<file path="src/rtl/fifo_savemod_p_if.sv">
// Handshake and status bundle between the save-module FIFO and its producer/consumer.
interface fifo_savemod_p_if #(
    parameter int WIDTH  = 8,
    parameter int ADDR_W = 4
);
    logic [1:0]        iEn;
    logic              iFlush;
    logic [WIDTH-1:0]  iData;
    logic [WIDTH-1:0]  oData;
    logic              oValid;
    logic [3:0]        oTag;
    logic [ADDR_W:0]   oCount;
    logic [1:0]        oErr;

    modport master (
        output iEn, iFlush, iData,
        input  oData, oValid, oTag, oCount, oErr
    );

    modport slave (
        input  iEn, iFlush, iData,
        output oData, oValid, oTag, oCount, oErr
    );
endinterface

</file>
<file path="src/rtl/fifo_savemod_p.sv">
// Parametrised synchronous FIFO with registered read data, fill count,
// almost-full/empty thresholds, guarded accesses, sticky errors and flush.
module fifo_savemod_p #(
    parameter int WIDTH      = 8,
    parameter int ADDR_W     = 4,
    parameter int AFULL_LVL  = 14,
    parameter int AEMPTY_LVL = 2
) (
    input  logic            CLOCK,
    input  logic            RESET,
    fifo_savemod_p_if.slave bus
);
    localparam logic [ADDR_W:0] AFULL_C  = AFULL_LVL[ADDR_W:0];
    localparam logic [ADDR_W:0] AEMPTY_C = AEMPTY_LVL[ADDR_W:0];
    localparam int DEPTH = 1 << ADDR_W;

    logic [WIDTH-1:0] ram [DEPTH];
    logic [ADDR_W:0]  C1, C2, count;
    logic [WIDTH-1:0] dataReg;
    logic             validReg;
    logic [1:0]       errReg;
    logic             empty, full, rdOk, wrOk;

    // Occupancy flags and accept decisions; a read frees the slot a full write needs.
    always_comb begin
        count = C1 - C2;
        empty = (C1 == C2);
        full  = (C1[ADDR_W] != C2[ADDR_W]) && (C1[ADDR_W-1:0] == C2[ADDR_W-1:0]);
        rdOk  = bus.iEn[0] & ~empty;
        wrOk  = bus.iEn[1] & (~full | rdOk);
    end

    // Storage write; blocked during reset and flush so nothing lands half-done.
    always_ff @(posedge CLOCK) begin
        if (!RESET && !bus.iFlush && wrOk)
            ram[C1[ADDR_W-1:0]] <= bus.iData;
    end

    // Pointers, read data register and sticky error flags.
    always_ff @(posedge CLOCK) begin
        if (RESET) begin
            C1       <= '0;
            C2       <= '0;
            dataReg  <= '0;
            validReg <= 1'b0;
            errReg   <= 2'b00;
        end else if (bus.iFlush) begin
            C1       <= '0;
            C2       <= '0;
            validReg <= 1'b0;
        end else begin
            if (wrOk)
                C1 <= C1 + 1'b1;
            if (rdOk) begin
                dataReg <= ram[C2[ADDR_W-1:0]];
                C2      <= C2 + 1'b1;
            end
            validReg  <= rdOk;
            errReg[1] <= errReg[1] | (bus.iEn[1] & ~wrOk);
            errReg[0] <= errReg[0] | (bus.iEn[0] & ~rdOk);
        end
    end

    assign bus.oData  = dataReg;
    assign bus.oValid = validReg;
    assign bus.oErr   = errReg;
    assign bus.oCount = count;
    assign bus.oTag   = {count >= AFULL_C, count <= AEMPTY_C, full, empty};
endmodule
</file>
<file path="src/flat_wrapper.sv">
// flat-port wrapper written by rule: the top's interface ports become plain ports
module fifo_savemod_p_flat 
#(
    parameter int WIDTH      = 8,
    parameter int ADDR_W     = 4,
    parameter int AFULL_LVL  = 14,
    parameter int AEMPTY_LVL = 2
)
  (CLOCK, RESET, bus_iEn, bus_iFlush, bus_iData, bus_oData, bus_oValid, bus_oTag, bus_oCount, bus_oErr);
  fifo_savemod_p_if #(.WIDTH(WIDTH), .ADDR_W(ADDR_W)) bus_i ();
  input  logic CLOCK;
  input  logic RESET;
  input wire logic [$bits(bus_i.iEn)-1:0] bus_iEn;
  input wire logic [$bits(bus_i.iFlush)-1:0] bus_iFlush;
  input wire logic [$bits(bus_i.iData)-1:0] bus_iData;
  output wire logic [$bits(bus_i.oData)-1:0] bus_oData;
  output wire logic [$bits(bus_i.oValid)-1:0] bus_oValid;
  output wire logic [$bits(bus_i.oTag)-1:0] bus_oTag;
  output wire logic [$bits(bus_i.oCount)-1:0] bus_oCount;
  output wire logic [$bits(bus_i.oErr)-1:0] bus_oErr;
  assign bus_i.iEn = bus_iEn;
  assign bus_i.iFlush = bus_iFlush;
  assign bus_i.iData = bus_iData;
  assign bus_oData = bus_i.oData;
  assign bus_oValid = bus_i.oValid;
  assign bus_oTag = bus_i.oTag;
  assign bus_oCount = bus_i.oCount;
  assign bus_oErr = bus_i.oErr;
  fifo_savemod_p #(.WIDTH(WIDTH), .ADDR_W(ADDR_W), .AFULL_LVL(AFULL_LVL), .AEMPTY_LVL(AEMPTY_LVL)) u_core (.CLOCK(CLOCK), .RESET(RESET), .bus(bus_i));
endmodule
</file>
<file path="config.mk">
export PLATFORM = sky130hd
export DESIGN_NAME = fifo_savemod_p_flat
export DESIGN_NICKNAME = d
export VERILOG_FILES = /design/src/rtl/fifo_savemod_p_if.sv /design/src/rtl/fifo_savemod_p.sv /design/src/flat_wrapper.sv
export SDC_FILE = /design/constraint.sdc
export NUM_CORES = 1
export LEC_CHECK = 0
export CORE_ASPECT_RATIO = 0.8
export CORE_UTILIZATION = 37
export CTS_CLUSTER_SIZE = 25
export DETAILED_ROUTE_END_ITERATION = 12
export MAX_ROUTING_LAYER = met4
export PLACE_DENSITY_LB_ADDON = 0.1
export RECOVER_POWER = 25
export SLEW_MARGIN = 10
export SYNTH_ARGS = -nofsm -noshare
export SYNTH_HDL_FRONTEND = slang
export SYNTH_SLANG_ARGS = --single-unit
</file>
<file path="constraint.sdc">
create_clock -name CLOCK -period 3.65 [get_ports CLOCK]
set_input_delay 0.73 -clock CLOCK [delete_from_list [all_inputs] [get_ports CLOCK]]
set_output_delay 0.73 -clock CLOCK [all_outputs]
set_load 0.005 [all_outputs]
</file>
==> Yosys cells after proc, flatten, opt, wreduce, memory -nomap -nowiden <==
Memories as Yosys holds them, arrays and structs flattened. A register that Yosys moved wholly into a read port is not among the register bits.
Index checks and enable logic that the tools add are counted.
{ "word_totals": {"n_memories": 1, "wordCells": 34, "ramBits": 128, "ff_bits": 13, "in_bits": 13} }
{ "op_classes": {"order_cmp": 2, "add_sub_neg": 3, "n_eq_ne": 3, "n_mux": 2, "bitwise": 12, "reduce_logical": 7} }
{ "mem_list": {"columns": ["name", "depth", "word_bits", "rd", "rd_ports_with_merged_regs", "wr", "line_no", "rtl"], "rows": [
  ["u_core.ram", 16, 8, 1, 1, 1, "fifo_savemod_p.sv:17", "logic [WIDTH-1:0] ram [DEPTH];"]
]} }
{ "ops": {"columns": ["cell", "n"], "rows": [
  ["$add 5x1->5 const B", 2],
  ["$eq 5x5->1", 1],
  ["$ge 5x4->1 const B", 1],
  ["$le 5x2->1 const B", 1],
  ["$not 1->1", 5],
  ["$sub 5x5->5", 1],
  ["$and 1x1->1", 4],
  ["$eq 4x4->1", 1],
  ["$logic_and 1x1->1", 3],
  ["$or 1x1->1", 3],
  ["$logic_not 1->1", 2],
  ["$mux 1", 2],
  ["$reduce_and 2->1", 1],
  ["$reduce_or 2->1", 1],
  ["$ne 1x1->1", 1]
]} }

==> Depth between registers and ports, before layout <==
Gate-level depths: netlist of run 1.
{ "depth": {"word_depth": 8, "mapped_depth": 9, "depth_no_buf": 8} }

==> Worst setup path before layout of run 1 <==
Ideal clock, no wire load.
{ "synth_path": {"path_type": "reg2out", "start": "reg u_core.C2[1]", "end": "out bus_oTag[2]", "required_time_ns": 2.920, "arrival_time_ns": 2.105, "slack_ns": 0.815, "path_buffers": 2, "stages_incl_launch_ff": 9, "path_cell_list": "dfxtp_1 -> buf_4 -> buf_4 -> inv_1 -> ha_1 -> nor2b_1 -> o21a_1 -> or3_1 -> a211oi_1"} }
{ "synth_between": {"elab_chain_cells": 2} }
{ "synth_lines": {"columns": ["item", "line_no", "rtl"], "rows": [
  ["start: declaration", "fifo_savemod_p.sv:18", "logic [ADDR_W:0] C1, C2, count;"],
  ["start signal: assignment", "fifo_savemod_p.sv:56", "C2 <= C2 + 1'b1;"],
  ["$sub 5x5->5", "fifo_savemod_p.sv:26", "count = C1 - C2;"],
  ["$le 5x2->1", "fifo_savemod_p.sv:68", "assign bus.oTag = {count >= AFULL_C, count <= AEMPTY_C, full, empty};"],
  ["end: declaration", "flat_wrapper.sv:18", "output wire logic [$bits(bus_i.oTag)-1:0] bus_oTag;"]
]} }
Every way passes these cells.

==> Worst setup path in the final report of run 1 <==
{ "layout_path": {"start": "reg u_core.C1[0]", "end": "out bus_oTag[2]"} }
{ "layout_between": {"elab_chain_cells": 2} }
{ "layout_lines": {"columns": ["item", "line_no", "rtl"], "rows": [
  ["start: declaration", "fifo_savemod_p.sv:18", null],
  ["start signal: assignment", "fifo_savemod_p.sv:53", "C1 <= C1 + 1'b1;"],
  ["$sub 5x5->5", "fifo_savemod_p.sv:26", null],
  ["$le 5x2->1", "fifo_savemod_p.sv:68", null]
]} }
Every way passes these cells.

==> results of run 1 <==
synthesized netlist by cell type, types with 2 or more instances:
cell	number	area, um2
edfxtp_1	128	3840
mux2i_1	50	500
nor2_1	32	120
dfxtp_1	21	420
o22ai_1	16	100
o21ai_0	15	75.1
ha_1	9	113
inv_1	9	33.8
a221oi_1	8	70.1
a31oi_1	8	50.1
mux4_2	8	180
buf_4	7	52.6
nand2_1	7	26.3
o21ai_1	7	35.0
a21oi_1	5	25.0
buf_2	5	25.0
nor3_1	5	25.0
clkbuf_1	4	15.0
or3_1	4	25.0
xnor2_1	4	35.0
buf_1	3	11.3
nor2b_1	3	18.8
a21o_1	2	15.0
and2_1	2	12.5
nand2b_1	2	12.5
nand3_1	2	10.0
nand3b_1	2	15.0
xor2_1	2	17.5
cells in the final DEF, fill, tap and decap left out, types with 4 or more instances in the layout:
cell type / netlist / routed
clkbuf_16: 0 / 17
o22ai_1: 16 / 16
clkbuf_8: 0 / 4
mux4_2: 8 / 8
a221oi_1: 8 / 8
mux2i_1: 50 / 50
bufinv_16: 0 / 4
edfxtp_1: 128 / 128
a31oi_1: 8 / 8
nor3_1: 5 / 5
o21ai_0: 15 / 15
xnor2_1: 4 / 4
dlygate4sd3_1: 0 / 5
clkdlybuf4s50_1: 0 / 27
dfxtp_1: 21 / 20
nand2_1: 7 / 7
or3_1: 4 / 4
inv_1: 9 / 8
buf_4: 7 / 18
ha_1: 9 / 9
nor2_1: 32 / 32
o21ai_1: 7 / 7
a21oi_1: 5 / 5
cells by family after synthesis:
| logic type | synth area share [%] |
|---|---|
| adder cells (fa/ha/maj) | 2.18 |
| multiplexers | 11.2 |
| flip-flops | 70.2 |
| AO/OA/AOI/OAI | 7.66 |
| XOR/XNOR | 1.40 |
| AND/OR/NAND/NOR | 5.11 |
| buffers and inverters | 2.27 |
sequential cells by signal, summed over array words and instances (netlist names):
name               flops
u_core.C1              5
u_core.C2              5
u_core.bus.oData       8
u_core.bus.oErr        2
u_core.bus.oValid      1
u_core.ram           128
metrics by stage:
stage / total power (W) / instance area [um2] / instances / setup slack (ns)
global route: 0.00396 / 7340 / 665 / 0.0179
global placement: 0.00201 / 6700 / 633 / 0.668
CTS: 0.00387 / 7330 / 665 / 0.102
finish: 0.00383 / 7340 / 665 / 0.178
detailed placement: 0.00201 / 6700 / 633 / 0.559
floorplan: 0.00194 / 6080 / 387 / 0.815
area by class of cell:
class / count / area (um2)
Clock buffer: 23 / 488
Clock inverter: 9 / 149
Fill cell: 1438 / 8560
Inverter: 9 / 33.8
Multi-Input combinational cell: 210 / 1680
Sequential cell: 149 / 4270
Tap cell: 215 / 269
Timing Repair Buffer: 50 / 455
power by group through the flow:
stage | Sequential (W) | Clock [W] | Combinational (W)
5_1_grt | 0.00186 | 0.00197 | 0.000125
3_5_place_dp | 0.00190 | 0 | 0.000117
6_report | 0.00186 | 0.00186 | 0.000115
2_1_floorplan | 0.00190 | 0 | 0.0000430
4_1_cts | 0.00186 | 0.00189 | 0.000117
3_3_place_gp | 0.00190 | 0 | 0.000115
worst register-to-register path: cells and delay by family (launching register included):
family | cells | cell delay [ns]
AO/OA/AOI/OAI | 1 | 0.27
adder cells (fa/ha/maj) | 1 | 0.36
flip-flops | 1 | 0.54
AND/OR/NAND/NOR | 3 | 0.95
worst max path at each step:
stage                                    startpoint           to  slack, ns
after global placement    u_core.C1[0]$_SDFFE_PP0N_  bus_oTag[2]       0.67
after global routing      u_core.C1[0]$_SDFFE_PP0N_  bus_oTag[2]       0.02
after floorplan           u_core.C2[1]$_SDFFE_PP0P_  bus_oTag[2]       0.82
final                     u_core.C1[0]$_SDFFE_PP0N_  bus_oTag[2]       0.18
after detailed placement  u_core.C1[0]$_SDFFE_PP0N_  bus_oTag[2]       0.56
after CTS                 u_core.C1[0]$_SDFFE_PP0N_  bus_oTag[2]       0.10
routing by layer:
metal / part of all wire, % / wire [um]
met3: 4.2 / 590
met2: 44 / 6110
met1: 51 / 7050
met5: 0 / 0
met4: 1.1 / 149
==> out/qor.txt, run 1 <==
Ys flop type -> edfxtp_1
Unrepaired setup endpoints after global routing -> no
Worst path max stage delay -> 0.53 ns
Final setup viols -> 0
DRC viols -> 0
Number of port buffers -> 32
Unique masters post-synth -> 45
GRT Max-Usage Layer -> met2
DRT antenna net count -> 0
Worst-path fanout max -> 4
I/O pin count -> 33
Initial DRT Pass Iterations -> 4
Relative slew slack -> 51.4%
Largest net degree at the start of global routing -> 32
Vias in the first global route -> 3,437
Clk_skew -> 0.00554 ns
Detailed Place HPWL -> 9.13 mm
Wire length per cell -> 20.9 um
Clock share of power -> 48.4%
TritonCTS clock tree -> yes
Starting Density -> 38.2%
Netlist Area Pre-Place -> 6080 um2
Syn-to-layout area delta -> 20.8%
Met3 usage -> 4.57%
Int Power -> 0.00311 W
FMAX -> 288 MHz
CP Data Arrival Time -> 2.74 ns
Vias per cell -> 5.08
R2R Setup Slk -> 1.14 ns
FP Rows -> 41
Sequential power share -> 48.6%
Aggregate routed wire length -> 13.9 mm
CTS Hold Bufs -> 0
Syn Nets -> 410
End of the worst register-to-register path -> u_core.ram[7][6]$_DFFE_PP_
Crit-path cells -> inv_2 > ha_1 > inv_1 > fa_1 > a21o_1 > a21oi_1 > xnor2_1 > a211oi_2 > clkdlybuf4s50_1
Crit share post-route -> 95.1%
Hold path start -> u_core.bus.oErr[1]$_SDFFE_PP0N_
Clock transition at path regs -> 0.06 ns
Post-synthesis register bit count -> 149
DRT iter0 DRCs -> 213
VDD IR max -> 0.000312 V
Share of cells above drive strength 1 -> 14.7%
Post-synth EDFFs -> 128
Nets -> 460
RR Startpoint -> u_core.C1[2]$_SDFFE_PP0N_
CP top delay family -> buffers and inverters
Post-synthesis cell count -> 387
Die Y -> 117 um
Syn_area_per_cell -> 15.7 um2
Vias after detailed routing -> 3,379
Crit path buf inv count -> 3
Final Hold Slack -> 0.468 ns
Clock Sinks -> 149
All-layer global routing usage -> 18.4%
Stages on worst setup path -> 9
MaxCap Viol Count -> 0
Final hold vios -> 0
Endpoint, Worst Hold -> u_core.bus.oErr[1]$_SDFFE_PP0N_
Startpoint Class -> flip-flop
Met2 usage in global routing -> 26.6%
Setup TNS -> 0 ns
Placeable Area -> 15,900 um2
CP endpoint kind -> output port
Final Core Density -> 46.2%
Antenna violations before repair -> 0
Post-synth ARST share -> 0%
Synth warnings -> 0
Post-CTS Setup Inserts -> 0
Status -> completed
Tmin final -> 3.47 ns
Worst hold-check path type -> reg2reg
Switching share of power -> 18.7%
Max-slew violation count -> 0
Clock latency on the worst-skew pair -> 0.42 ns
H-tree depth -> 4
Worst-Margin Slew -> 0.726 ns
Reg2Reg Depth -> 5
Global-route wire length before repair -> 21.3 mm
Die Width -> 145 um
Met1 usage -> 25.3%
Total congestion overflow -> 0
Maximum clock path buffer count -> 2
Req. time, crit path -> 2.92 ns
Post-synthesis sequential area ratio -> 70.2%
TritonCTS Buffers -> 17
CP max-delay cell -> clkdlybuf4s50_1
Die ar. -> 16,900 um2
Combinational share of power -> 3.0%
P per Cell Area -> 522 nW/um2
Gpl congestion -> 0.776
Critical path class -> reg2out
Leakage power -> 2.30 nW
Antenna diodes -> 0
Post-CTS Resized -> 0
Hold Path Depth -> 1
Psw -> 0.000718 W
Clock root buffer -> clkbuf_16
(Power assumes the default switching activity.)
==> run 2, diff against run 1 <==
--- a/config.mk
+++ b/config.mk
@@ -12,6 +12,7 @@
 export MAX_ROUTING_LAYER = met4
 export PLACE_DENSITY_LB_ADDON = 0.1
 export RECOVER_POWER = 25
+export SKIP_LAST_GASP = 1
 export SLEW_MARGIN = 10
 export SYNTH_ARGS = -nofsm -noshare
 export SYNTH_HDL_FRONTEND = slang
==> results of run 2 <==
Final layout, timing and power as in run 1 (identical DEF).
==> run 3, diff against run 2 <==
==> constraint.sdc (replaced) <==
create_clock -name CLOCK -period 3.5 [get_ports CLOCK]
set_input_delay 0.7 -clock CLOCK [delete_from_list [all_inputs] [get_ports CLOCK]]
set_output_delay 0.7 -clock CLOCK [all_outputs]
set_load 0.005 [all_outputs]
==> out/qor.txt, run 3 (same netlist as run 1, synthesis figures left out) <==
R2R Setup Slk -> 1.11 ns
Worst-path fanout max -> 4
Relative slew slack -> 51.5%
Final setup viols -> 0
Die Width -> 145 um
FF+latch area -> 4270 um2
Max-slew violation count -> 0
Starting Density -> 38.2%
Placed insts -> 635
Maximum clock path buffer count -> 2
Critical path class -> reg2out
Fillcell total -> 1,435
CP endpoint kind -> output port
Gpl congestion -> 0.758
Post-Layout Cell Count -> 668
Area of the multi-input gates -> 1680 um2
TritonCTS Buffers -> 17
Setup TNS -> 0 ns
Placement Cell Area -> 6710 um2
Share of cells above drive strength 1 -> 14.3%
Largest net degree at the start of global routing -> 32
I/O pin count -> 33
Post-route cell area -> 7270 um2
DRC viols -> 0
Setup WS post-layout -> 0.188 ns
Vias per cell -> 4.98
Aggregate routed wire length -> 13.8 mm
Req. time, crit path -> 2.80 ns
Die ar. -> 16,900 um2
P per Cell Area -> 513 nW/um2
Total congestion overflow -> 0
CTS Hold Bufs -> 0
Startpoint Class -> flip-flop
VDD IR max -> 0.000322 V
Antenna violations before repair -> 0
All-layer global routing usage -> 18.3%
TritonCTS clock tree -> yes
MaxCap Viol Count -> 0
Vias after detailed routing -> 3,325
Clock root buffer -> clkbuf_16
Clock latency on the worst-skew pair -> 0.41 ns
Syn-to-layout area delta -> 19.6%
Design Power -> 0.00373 W
Commonest non-fill, non-tap cell in the layout -> edfxtp_1
Clock Sinks -> 149
Die Y -> 117 um
DRT antenna net count -> 0
Setup slack at placement -> 0.483 ns
FP Rows -> 41
Most frequent cells in the layout -> edfxtp_1, mux2i_1, nor2_1
Number of port buffers -> 32
Vias in the first global route -> 3,296
Wire length per cell -> 20.6 um
Final hold vios -> 0
Leakage power -> 2.27 nW
Worst-Margin Slew -> 0.725 ns
Tmin final -> 3.31 ns
FMAX -> 302 MHz
Antenna diodes -> 0
Unrepaired setup endpoints after global routing -> no
Global-route wire length before repair -> 21.0 mm
Clk_skew -> 0.0116 ns
Worst hold-check path type -> reg2reg
CP Data Arrival Time -> 2.61 ns
Max FFs per register -> 128
H-tree depth -> 4
Crit share post-route -> 94.6%
Initial DRT Pass Iterations -> 5
Status -> completed
Nets -> 463
DRT iter0 DRCs -> 194
Placeable Area -> 15,900 um2
Detailed Place HPWL -> 9.00 mm
Clock transition at path regs -> 0.06 ns
## run 3: cell types whose count changed in the layout (fill, tap and decap cells not counted), moves of 2 or more
cell / before / now
clkbuf_1: 2 / 7
buf_4: 18 / 21
bufinv_16: 4 / 1
clkinv_2: 2 / 4
clkinvlp_4: 2 / 0
## run 3: what timing repair did
item | CTS | global route
resized for setup | 0 | 3
buffers inserted | 0 | 1
setup endpoints to repair | 0 | 3
## run 3: worst paths after layout
| path | startpoint | to | depth (start not counted) |
|---|---|---|---|
| worst max-delay path | u_core.C1[0]$_SDFFE_PP0N_ | bus_oTag[3] | 9 |
| worst max register to register | u_core.C1[2]$_SDFFE_PP0N_ | u_core.ram[2][3]$_DFFE_PP_ | 6 |
| worst min register to register | u_core.bus.oErr[1]$_SDFFE_PP0N_ | u_core.bus.oErr[1]$_SDFFE_PP0N_ | 1 |
| worst min-delay path | u_core.bus.oErr[1]$_SDFFE_PP0N_ | u_core.bus.oErr[1]$_SDFFE_PP0N_ | 1 |
## run 3: final cells by class
cell class / count / share of cell area, %
Clock buffer: 27 / 6.78
Sequential cell: 149 / 58.7
Timing Repair Buffer: 53 / 6.61
Multi-Input combinational cell: 210 / 23.1
Clock inverter: 5 / 0.689
Inverter: 9 / 0.465
Tap cell: 215 / 3.70
## run 3: through the flow
stage	utilization (%)	hold slack (ns)
6_report	45.7	0.465
5_1_grt	45.7	0.503
4_1_cts	45.6	0.472
3_5_place_dp	42.2	0.458
3_3_place_gp	42.2	0.450
2_1_floorplan	-	0.460
## run 3: worst max-delay path, stage by stage (launching register included)
cell             delay, ns
dfxtp_1               0.34
inv_2                 0.11
ha_1                  0.17
inv_1                 0.06
fa_2                  0.35
a21o_1                0.18
a21oi_1               0.17
xnor2_1               0.19
a41o_1                0.13
clkdlybuf4s50_1       0.49
## run 3: metal layers
metal / wire (um) / part of all wire, % / track usage, % / vias to the layer above
li1: - / - / - / 1616
met1: 6730 / 49 / 26.1 / 1640
met2: 6180 / 45 / 26.0 / 65
met3: 822 / 6.0 / 4.26 / 4
met4: 48 / 0.35 / 5.12 / 0
met5: 0 / 0 / - / -
## run 3: power by group
part           total (W)  internal, W  switching (W)
logic           0.000119    0.0000472      0.0000713
clock network    0.00167      0.00103       0.000639
registers        0.00194      0.00194     0.00000480
total            0.00373      0.00301       0.000715
